### src/rtl/mips_trace_buffer.sv
// Trace buffer for the MIPS core debug port.
// Continuously records {pc, alu, mem} samples into a circular array once armed,
// keeps POST more samples after the trigger PC is seen, then replays the held
// window oldest-first through a valid/ready readout port.
module mips_trace_buffer #(
  parameter int DEPTH = 16,
  parameter int POST  = 4
) (
  input  logic                     clk,
  input  logic                     reset,
  input  logic                     arm,
  input  logic [31:0]              trig_pc,
  input  logic                     sample_valid,
  input  logic [31:0]              pc_in,
  input  logic [31:0]              alu_in,
  input  logic [31:0]              mem_in,
  output logic                     rd_valid,
  input  logic                     rd_ready,
  output logic [31:0]              rd_pc,
  output logic [31:0]              rd_alu,
  output logic [31:0]              rd_mem,
  output logic                     rd_last,
  output logic [1:0]               state,
  output logic [$clog2(DEPTH):0]   count
);

  localparam int AW = $clog2(DEPTH);
  localparam logic [AW:0]   FULL     = (AW + 1)'(DEPTH);
  localparam logic [AW:0]   CNT_ONE  = (AW + 1)'(1);
  localparam logic [AW-1:0] PTR_ONE  = AW'(1);
  localparam logic [AW-1:0] POST_LD  = AW'(POST);

  typedef enum logic [1:0] {
    S_IDLE  = 2'd0,
    S_ARMED = 2'd1,
    S_POST  = 2'd2,
    S_DUMP  = 2'd3
  } state_t;

  state_t          state_q;
  logic [AW-1:0]   wr_ptr;
  logic [AW-1:0]   rd_ptr;
  logic [AW-1:0]   post_cnt;
  logic [AW:0]     count_q;
  logic [95:0]     mem_q [DEPTH];

  logic            wr_en;
  logic            xfer;
  logic [AW-1:0]   wr_ptr_nxt;
  logic [AW:0]     cnt_inc;
  logic [95:0]     rd_entry;

  // Capture happens only while recording; the trigger check never gates the write.
  assign wr_en      = sample_valid && ((state_q == S_ARMED) || (state_q == S_POST));
  assign wr_ptr_nxt = wr_ptr + PTR_ONE;
  // Count saturates at DEPTH: once full, each new sample overwrites the oldest.
  assign cnt_inc    = (count_q == FULL) ? count_q : (count_q + CNT_ONE);

  assign rd_valid = (state_q == S_DUMP) && (count_q != '0);
  assign rd_last  = rd_valid && (count_q == CNT_ONE);
  assign xfer     = rd_valid && rd_ready;
  assign rd_entry = mem_q[rd_ptr];
  assign rd_pc    = rd_entry[95:64];
  assign rd_alu   = rd_entry[63:32];
  assign rd_mem   = rd_entry[31:0];
  assign state    = state_q;
  assign count    = count_q;

  // Trace storage: data only, no reset; entries are never read before written.
  always_ff @(posedge clk) begin
    if (wr_en) begin
      mem_q[wr_ptr] <= {pc_in, alu_in, mem_in};
    end
  end

  // Capture/readout controller: pointers, fill count, post-trigger countdown.
  always_ff @(posedge clk or negedge reset) begin
    if (!reset) begin
      state_q  <= S_IDLE;
      wr_ptr   <= '0;
      rd_ptr   <= '0;
      post_cnt <= '0;
      count_q  <= '0;
    end else begin
      case (state_q)
        S_IDLE: begin
          if (arm) begin
            count_q <= '0;
            wr_ptr  <= '0;
            state_q <= S_ARMED;
          end
        end
        S_ARMED: begin
          if (sample_valid) begin
            wr_ptr  <= wr_ptr_nxt;
            count_q <= cnt_inc;
            if (pc_in == trig_pc) begin
              post_cnt <= POST_LD;
              state_q  <= S_POST;
            end
          end
        end
        S_POST: begin
          if (sample_valid) begin
            wr_ptr   <= wr_ptr_nxt;
            count_q  <= cnt_inc;
            post_cnt <= post_cnt - PTR_ONE;
            if (post_cnt == PTR_ONE) begin
              // Oldest held entry sits count places behind the write pointer.
              rd_ptr  <= wr_ptr_nxt - cnt_inc[AW-1:0];
              state_q <= S_DUMP;
            end
          end
        end
        S_DUMP: begin
          if (count_q == '0) begin
            state_q <= S_IDLE;
          end else if (xfer) begin
            rd_ptr  <= rd_ptr + PTR_ONE;
            count_q <= count_q - CNT_ONE;
            if (count_q == CNT_ONE) begin
              state_q <= S_IDLE;
            end
          end
        end
        default: state_q <= S_IDLE;
      endcase
    end
  end

endmodule

### config.mk
export PLATFORM = sky130hd
export DESIGN_NAME = mips_trace_buffer
export DESIGN_NICKNAME = d
export VERILOG_FILES = /design/src/rtl/mips_trace_buffer.sv
export SDC_FILE = /design/constraint.sdc
export NUM_CORES = 1
export LEC_CHECK = 0
export CAP_MARGIN = 15
export CORE_MARGIN = 2
export CORE_UTILIZATION = 53
export DETAILED_ROUTE_END_ITERATION = 16
export PLACE_DENSITY = 0.71
export SYNTH_ARGS = -nofsm -noshare
export SYNTH_HDL_FRONTEND = slang
export SYNTH_SLANG_ARGS = --single-unit
### constraint.sdc
create_clock -name clk -period 9.1 [get_ports clk]
set_input_delay 1.365 -clock clk [delete_from_list [all_inputs] [get_ports clk]]
set_output_delay 1.365 -clock clk [all_outputs]
set_load 0.05 [all_outputs]
==> implementation parameters, run 1 <==
Parameter                              Value

Status
  Run status    finished, final reports clean

Detailed routing
  Via count normalized by instance count    approximately 6.2
  Post-route antenna net violation count    0
  Remaining design rule violation count    0
  DR iter-0 viols    about 3200
  DR vias    slightly above 30000
  Number of detailed-routing iterations run before antenna repair    6
  Aggregate routed wire length    approximately 140 mm
  Post-DR wirelength/cell    roughly 28 um

Yosys
  Predominant post-synthesis flop cell    sky130_fd_sc_hd__edfxtp_1
  Count of flip-flops with a built-in enable after synthesis    between 1500 and 2000
  Net count of the mapped netlist    between 3000 and 4000
  Cell Area, Synth    roughly 60000 um^2
  Yosys warnings    0
  Synthesized-area fraction occupied by xor and xnor cells    0.00576
  Largest family of logic cells by synthesized area    multiplexers
  Share of flip-flops with an asynchronous set or reset    0.0122
  Synth Area in Simple Gates    0.0139
  Synthesized area per cell    between 15 and 20 um^2
  Synth Register Bits    around 1600
  Adder-Cell Fraction of Synth Area    0.00424
  Sequential fraction of the synthesis area    0.766
  Area fraction in compound gates after synthesis    0.0562
  Syn Inst Count    a little over 3000
  Post-synthesis cell type count    65
  Multiplexer area fraction after synthesis    0.137

STA
  Hold violation total from the final report    0
  Setup Total Neg Slack    0 ns
  Tightest hold margin    between 0.5 and 0.6 ns
  Least-Margin Pin Slew    between 1 and 1.5 ns
  Final Critical Period    between 6 and 7 ns
  Setup skew after layout    ~0.025 ns
  Total count of max-transition violations in the final report    0
  Max Clk Rate    0.165 GHz
  Setup repair after global routing missed its margin    false
  Final setup viols    0
  Fin crit share    0.668
  Slew margin rel.    0.195

GRT
  Total global routing overflow    0
  Global-route wire length before repair    210 mm
  Number of antenna violations at the first check in global routing    10
  Total routing resource utilization after global routing    0.244
  Via count of the first global-routing pass    32300
  Largest net degree at the start of global routing    ~160

Critical path
  Required time at the endpoint of the critical path    7.74 ns
  Type of the setup path with the least slack    flop to primary output
  FF-to-FF path depth    5
  CP Data Arrival Time    4.71 ns
  Reg2reg setup slack    slightly above 5 ns
  Crit Reg-Reg Startpoint    state[0]$_DFFE_PN0P_
  Worst r2r dst    mem_q[7][38]$_DFFE_PP_
  Type of origin of the critical path    flop
  Sort of element at the end of the critical path    primary output
  Max FO, Critical Path    46

CTS
  Number of buffers added by the clock tree synthesis step    about 160
  CTS tree    yes
  Root buffer cell    sky130_fd_sc_hd__clkbuf_16
  Number of resized instances in the post-cts repair step    0
  Clock-pin slew on the worst setup and hold paths    about 0.06 ns
  Worst skew pair latency    around 0.76 ns
  Buffers inserted during post-CTS setup optimization    0
  Level count of the clock H-tree    4
  Maximum root-to-sink buffer count    3
  Number of clock sinks    between 1500 and 2000
  CTS hold repair buffers    0

Layout
  Sequential cell area in the final layout    between 40000 and 50000 um^2
  Number of nets in the finished design    about 3500
  Area taken by multi-input logic gates    13300 um^2
  Synthesis-to-finish area growth    14.7%
  Summed area of non-filler cells in the final layout    around 70000 um^2
  Fraction of final layout cells sized beyond drive strength 1    0.170
  Fillers    7858

Worst hold path
  End of the worst hold path    post_cnt[1]$_DFFE_PN0P_
  Kind of path behind the tightest hold check    flop to flop
  Number of instances on the worst hold path    1
  Start point of the worst hold path    post_cnt[1]$_DFFE_PN0P_

Power and ir drop
  IR Drop Worst-Case VDD    between 0.3 and 0.4 mV
  Power per cell area    263 nW/um^2
  Leakage dissipation    ~21 nW

Die
  Site row count    roughly 120
  Height of the die    roughly 340 um
  Horizontal extent of the die    about 340 um
  Initial cell density of the core    0.533
  Number of primary I/O pins    238
  Full die area    117000 um^2
  Area of the core    roughly 110000 um^2

Place
  Count of buffers from port buffering    approximately 240
  Gp weighted congestion    between 0.7 and 0.8
  Detailed Place HPWL    74.4 mm
  Placed Instance Area    64800 um^2

Flow run
  MaxCap Viol Count    0
## logic make-up (layout without fill, tap and decap cells)
logic type               after synthesis  after routing
flip-flops                          1555           1555
multiplexers                         581            581
AO/OA/AOI/OAI                        537            537
AND/OR/NAND/NOR                      190            190
buffers and inverters                187            593
XOR/XNOR                              40             40
adder cells (fa/ha/maj)               20             20
other                                  0              6
## cells in the mapped netlist (5+ instances only)
master / count / area [um^2]
sky130_fd_sc_hd__nand3_1: 11 / 55.1
sky130_fd_sc_hd__nand2_1: 116 / 435
sky130_fd_sc_hd__dfrtp_1: 19 / 475
sky130_fd_sc_hd__ha_1: 19 / 238
sky130_fd_sc_hd__clkbuf_1: 82 / 308
sky130_fd_sc_hd__buf_2: 44 / 220
sky130_fd_sc_hd__xor2_1: 36 / 315
sky130_fd_sc_hd__inv_1: 14 / 52.6
sky130_fd_sc_hd__a21oi_1: 108 / 541
sky130_fd_sc_hd__nor2_1: 21 / 78.8
sky130_fd_sc_hd__a221oi_1: 95 / 832
sky130_fd_sc_hd__buf_6: 20 / 225
sky130_fd_sc_hd__mux2i_1: 291 / 2910
sky130_fd_sc_hd__edfxtp_1: 1536 / 46100
sky130_fd_sc_hd__o21ai_0: 176 / 881
sky130_fd_sc_hd__mux4_2: 192 / 4320
sky130_fd_sc_hd__o21ai_1: 30 / 150
sky130_fd_sc_hd__a22oi_1: 96 / 721
sky130_fd_sc_hd__mux2_2: 97 / 1090
sky130_fd_sc_hd__nor3_1: 8 / 40.0
sky130_fd_sc_hd__buf_4: 22 / 165
sky130_fd_sc_hd__nor4_1: 9 / 56.3
sky130_fd_sc_hd__a22o_1: 5 / 43.8
## worst max-delay path by stage
stage                     startpoint                endpoint  slack [ns]
4_1_cts        rd_ptr[1]$_DFFE_PN0P_              rd_mem[10]        2.77
5_1_grt        rd_ptr[1]$_DFFE_PN0P_               rd_mem[4]        2.87
3_3_place_gp   rd_ptr[1]$_DFFE_PN0P_               rd_alu[3]        3.57
6_report       rd_ptr[1]$_DFFE_PN0P_               rd_pc[12]        3.02
2_1_floorplan           sample_valid  mem_q[10][0]$_DFFE_PP_       -0.06
3_5_place_dp   rd_ptr[1]$_DFFE_PN0P_              rd_mem[10]        3.59
## critical path, stage by stage, from the launching register on
cell                              delay (ns)
sky130_fd_sc_hd__dfrtp_4                0.91
sky130_fd_sc_hd__buf_4                  0.71
sky130_fd_sc_hd__buf_4                  0.71
sky130_fd_sc_hd__mux4_2                 0.41
sky130_fd_sc_hd__a22oi_1                0.19
sky130_fd_sc_hd__nand2_1                0.08
sky130_fd_sc_hd__clkdlybuf4s50_1        0.86
## flip-flops by register name, indices dropped and copies added (netlist names)
register  cells
count         5
wr_ptr        4
state         2
mem_q      1536
rd_ptr        4
post_cnt      4
## per-stage QoR
| stage | utilization | power, mW | cells | setup WS, ns |
|---|---|---|---|---|
| final | 0.612 | 18.3 | 5034 | 3.02 |
| after global routing | 0.612 | 18.9 | 5033 | 2.87 |
| after CTS | 0.611 | 18.5 | 5027 | 2.77 |
| after detailed placement | 0.568 | 12.4 | 4745 | 3.59 |
| after global placement | 0.568 | 12.3 | 4744 | 3.57 |
| after floorplan | - | 11.4 | 3110 | -0.0557 |
## per-layer routing
layer	vias up	track usage	wire length, um
met5	-	0	42
met4	8	0.0715	3150
met3	230	0.0365	10100
met2	1298	0.426	74000
met1	16200	0.320	55400
li1	13400	-	-
## layout by cell type (no fill, tap or decap), drive strengths merged, types with 2 or more instances in the layout
master,synthesis,routed
o31ai,3,3
o21ai,206,206
inv,15,20
or3,3,3
a22oi,96,96
nor4,9,9
nor2b,2,2
ha,19,19
o41ai,2,2
a221oi,97,97
nand3,12,12
nor2,22,22
mux4,192,192
nor3,8,8
dfrtp,19,19
nand2,117,117
nand4,3,3
o211ai,3,3
nand2b,4,4
a21oi,109,109
mux2i,291,291
clkinv,0,73
xor2,36,36
bufinv,0,11
clkdlybuf4s50,0,237
mux2,98,98
a22o,5,5
o2bb2ai,3,3
diode,0,6
and3,2,2
clkinvlp,0,3
clkbuf,84,190
xnor2,4,4
buf,88,59
edfxtp,1536,1536
## cell type report
cell class	count	share of cell area
Multi-Input combinational cell	1368	0.191
Inverter	15	0.000843
Sequential cell	1555	0.668
Tap cell	1512	0.0271
Antenna cell	6	0.000215
Clock inverter	92	0.0109
Timing Repair Buffer	296	0.0417
Clock buffer	190	0.0596
## report_power, final
group	total [mW]	internal [mW]	leakage [nW]	switching [mW]
clock network	6.16	3.56	2.41	2.60
registers	8.63	8.45	14.1	0.179
logic	3.55	1.41	4.86	2.14
Power figures use the tool's default switching activity.
==> run 2, diff against run 1 <==
PLACE_DENSITY = 0.68   (was 0.71)
clock period = 6.1 ns   (was 9.1 ns; I/O delays follow)
==> run 2 against run 1 <==
Register-to-register slack worse by 2.6 ns. Highest routed layer unchanged. Sequential power is 49% higher. Core utilization is 0.10 points higher. Critical endpoint is now rd_mem[1].
==> implementation parameters, run 2 (synthesized netlist as in run 1, its figures left out) <==
Parameter                              Value

Critical path
  Max FO, Critical Path    49 (+6.5%)
  Crit Reg-Reg Startpoint    state[1]$_DFFE_PN0P_
  Type of the setup path with the least slack    flop to primary output
  Worst r2r dst    mem_q[2][82]$_DFFE_PP_
  Most frequent cell on the critical path    sky130_fd_sc_hd__buf_4
  Buffering stage count on the worst path with inverters included    3 (unchanged)
  CP Cell Sequence    buf_4 > buf_4 > o21ai_0 > nand2_1 > clkdlybuf4s50_1
  Top cell family by delay on the critical path    buffers and inverters
  FF-to-FF path depth    5 (unchanged)
  Type of origin of the critical path    flop
  Required time at the endpoint of the critical path    5.18 ns (-2.56 ns)
  Critical Path Sink    rd_mem[1]
  Startpoint of the worst setup timing path    rd_ptr[2]$_DFFE_PN0P_
  Sort of element at the end of the critical path    primary output
  Critical path's largest stage delay    0.88 ns (-0.03 ns)
  Reg2reg setup slack    2.52 ns (-2.64 ns)
  CP max stage cell    sky130_fd_sc_hd__dfrtp_4
  CP Data Arrival Time    4.19 ns (-0.52 ns)
  Logic depth of the worst setup path including buffers    5 (-1)

CTS
  CTS hold repair buffers    0 (unchanged)
  Number of resized instances in the post-cts repair step    0 (unchanged)
  Worst skew pair latency    0.76 ns (about the same)
  Buffers inserted during post-CTS setup optimization    0 (unchanged)
  CTS tree    yes
  Maximum root-to-sink buffer count    3 (unchanged)
  Root buffer cell    sky130_fd_sc_hd__clkbuf_16
  Number of clock sinks    1555 (unchanged)
  Clock-pin slew on the worst setup and hold paths    0.06 ns (about the same)
  Level count of the clock H-tree    4 (unchanged)
  Number of buffers added by the clock tree synthesis step    153 (-1.9%)

Place
  Gp weighted congestion    0.763 (-1.0%)
  Count of buffers from port buffering    237 (unchanged)
  Worst setup slack before clock tree synthesis    1.74 ns (-1.85 ns)
  Detailed Place HPWL    74.7 mm (+0.41%)

Power and ir drop
  Part of the power in the clock network    0.323 (-0.013)
  Leakage dissipation    21.4 nW (about the same)
  Sequential group share of total power    0.477 (+0.006)
  Power per cell area    387 nW/um^2 (+47%)
  Post-route total power    27.0 mW (+47%)
  Switching share of power    0.269 (+0.000588)
  Internal power summed over all cells    19.8 mW (+47%)
  Share of power burned in combinational logic    0.200 (+0.007)
  Net Sw Power    7.27 mW (+48%)
  IR Drop Worst-Case VDD    0.267 mV (-17%)

Flow run
  MaxCap Viol Count    0 (unchanged)

GRT
  Number of antenna violations at the first check in global routing    8 (-2)
  Largest net degree at the start of global routing    131 (-17%)
  Via count of the first global-routing pass    31900 (-1.2%)
  Total routing resource utilization after global routing    0.246 (+0.00156)
  Global-route wire length before repair    210 mm (about the same)
  Total global routing overflow    0 (unchanged)

STA
  Fin crit share    0.837
  Max Clk Rate    ~0.2 GHz
  Slew margin rel.    0.279 (+0.0839)
  Setup slack after layout    0.995 ns (-2.03 ns)
  Setup skew after layout    0.0249 ns (-0.000150 ns)
  Hold violation total from the final report    0 (unchanged)
  Final Critical Period    roughly 5 ns
  Final setup viols    0 (unchanged)
  Total count of max-transition violations in the final report    0 (unchanged)
  Least-Margin Pin Slew    1.08 ns (-0.128 ns)
  Setup repair after global routing missed its margin    false

Layout
  Fraction of final layout cells sized beyond drive strength 1    0.168 (-0.00194)
  Number of flip-flops in the largest register    1536 (unchanged)
  Synthesis-to-finish area growth    14.9%
  Highest-count cells in the layout ignoring fill and taps    sky130_fd_sc_hd__edfxtp_1, sky130_fd_sc_hd__mux2i_1, sky130_fd_sc_hd__clkdlybuf4s50_1
  Leading cell type in the layout, fill and taps excluded    sky130_fd_sc_hd__edfxtp_1
  Number of nets in the finished design    3558 (+0.37%)
  Finished Core Util    0.613 (+0.00103)
  Most flops, register    mem_q
  Fillers    7944 (+1.1%)

Status
  Run status    finished, final reports clean

Die
  Full die area    117000 um^2 (unchanged)
  Initial cell density of the core    0.533 (unchanged)
  Area of the core    114000 um^2 (unchanged)
  Horizontal extent of the die    343 um (unchanged)
  Number of primary I/O pins    238 (unchanged)
  Site row count    124 (unchanged)
  Height of the die    343 um (unchanged)

Detailed routing
  DR iter-0 viols    3154 (-0.97%)
  DR vias    31200 (+0.11%)
  Aggregate routed wire length    144 mm (+0.81%)
  Remaining design rule violation count    0 (unchanged)
  Post-DR wirelength/cell    28.6 um (+1.0%)
  Via count normalized by instance count    6.21 (+0.33%)
  Number of detailed-routing iterations run before antenna repair    6 (unchanged)
  Post-route antenna net violation count    0 (unchanged)

Worst hold path
  Kind of path behind the tightest hold check    primary input to async pin
## run 2: changes by cell type in the layout (fill, tap and decap cells not counted), sizes merged
cell | before | now
bufinv | 11 | 7
inv | 20 | 21
buf | 59 | 75
clkbuf | 190 | 199
clkinv | 73 | 45
diode | 6 | 2
clkinvlp | 3 | 2
## run 2: power by group through the flow
stage | logic (mW) | registers, mW | clock network (mW)
5_1_grt | 5.75 | 12.9 | 9.29
3_3_place_gp | 5.37 | 13.1 | 0
2_1_floorplan | 3.84 | 13.1 | 0
4_1_cts | 5.48 | 12.9 | 8.87
3_5_place_dp | 5.46 | 13.1 | 0
6_report | 5.41 | 12.9 | 8.74
## run 2: worst min-delay path by stage
stage	startpoint	to	depth (start not counted)
finish	reset	post_cnt[0]$_DFFE_PN0P_	1
global route	reset	post_cnt[0]$_DFFE_PN0P_	1
CTS	post_cnt[1]$_DFFE_PN0P_	post_cnt[1]$_DFFE_PN0P_	1
detailed placement	post_cnt[1]$_DFFE_PN0P_	post_cnt[1]$_DFFE_PN0P_	1
global placement	post_cnt[1]$_DFFE_PN0P_	post_cnt[1]$_DFFE_PN0P_	1
floorplan	post_cnt[1]$_DFFE_PN0P_	post_cnt[1]$_DFFE_PN0P_	1
## run 2: worst register-to-register path, stage by stage (launching register included)
cell	delay, ns
sky130_fd_sc_hd__dfrtp_1	0.41
sky130_fd_sc_hd__inv_1	0.11
sky130_fd_sc_hd__ha_1	0.70
sky130_fd_sc_hd__nand2_1	0.40
sky130_fd_sc_hd__nor2_4	0.92
sky130_fd_sc_hd__buf_4	0.63
## run 2: metrics by stage
stage | area, um^2 | TNS (ns) | hold slack (ns) | instances
3_5_place_dp | 65300 | 0 | 0.514 | 4761
6_report | 69900 | 0 | 0.458 | 5023
5_1_grt | 69900 | 0 | 0.442 | 5022
4_1_cts | 69800 | 0 | 0.532 | 5020
3_3_place_gp | 65300 | 0 | 0.491 | 4761
2_1_floorplan | 60800 | -790.19 | 0.469 | 3110
## run 2: layer usage
layer / track usage / share of wire / vias to the layer above
met2: 0.419 / 0.51 / 1210
li1: - / - / 13400
met1: 0.328 / 0.40 / 16300
met5: 0 / 0.00032 / -
met4: 0.0751 / 0.027 / 8
met3: 0.0401 / 0.065 / 239
## run 2: area by class of cell
| cell class | instances | area [um^2] | area share |
|---|---|---|---|
| Clock inverter | 60 | 503 | 0.00720 |
| Timing Repair Buffer | 312 | 3360 | 0.0480 |
| Tap cell | 1512 | 1890 | 0.0271 |
| Clock buffer | 199 | 4080 | 0.0583 |
| Multi-Input combinational cell | 1368 | 13400 | 0.191 |
| Sequential cell | 1555 | 46600 | 0.667 |
| Inverter | 15 | 58.8 | 0.000842 |
| Antenna cell | 2 | 5.00 | 0.0000716 |
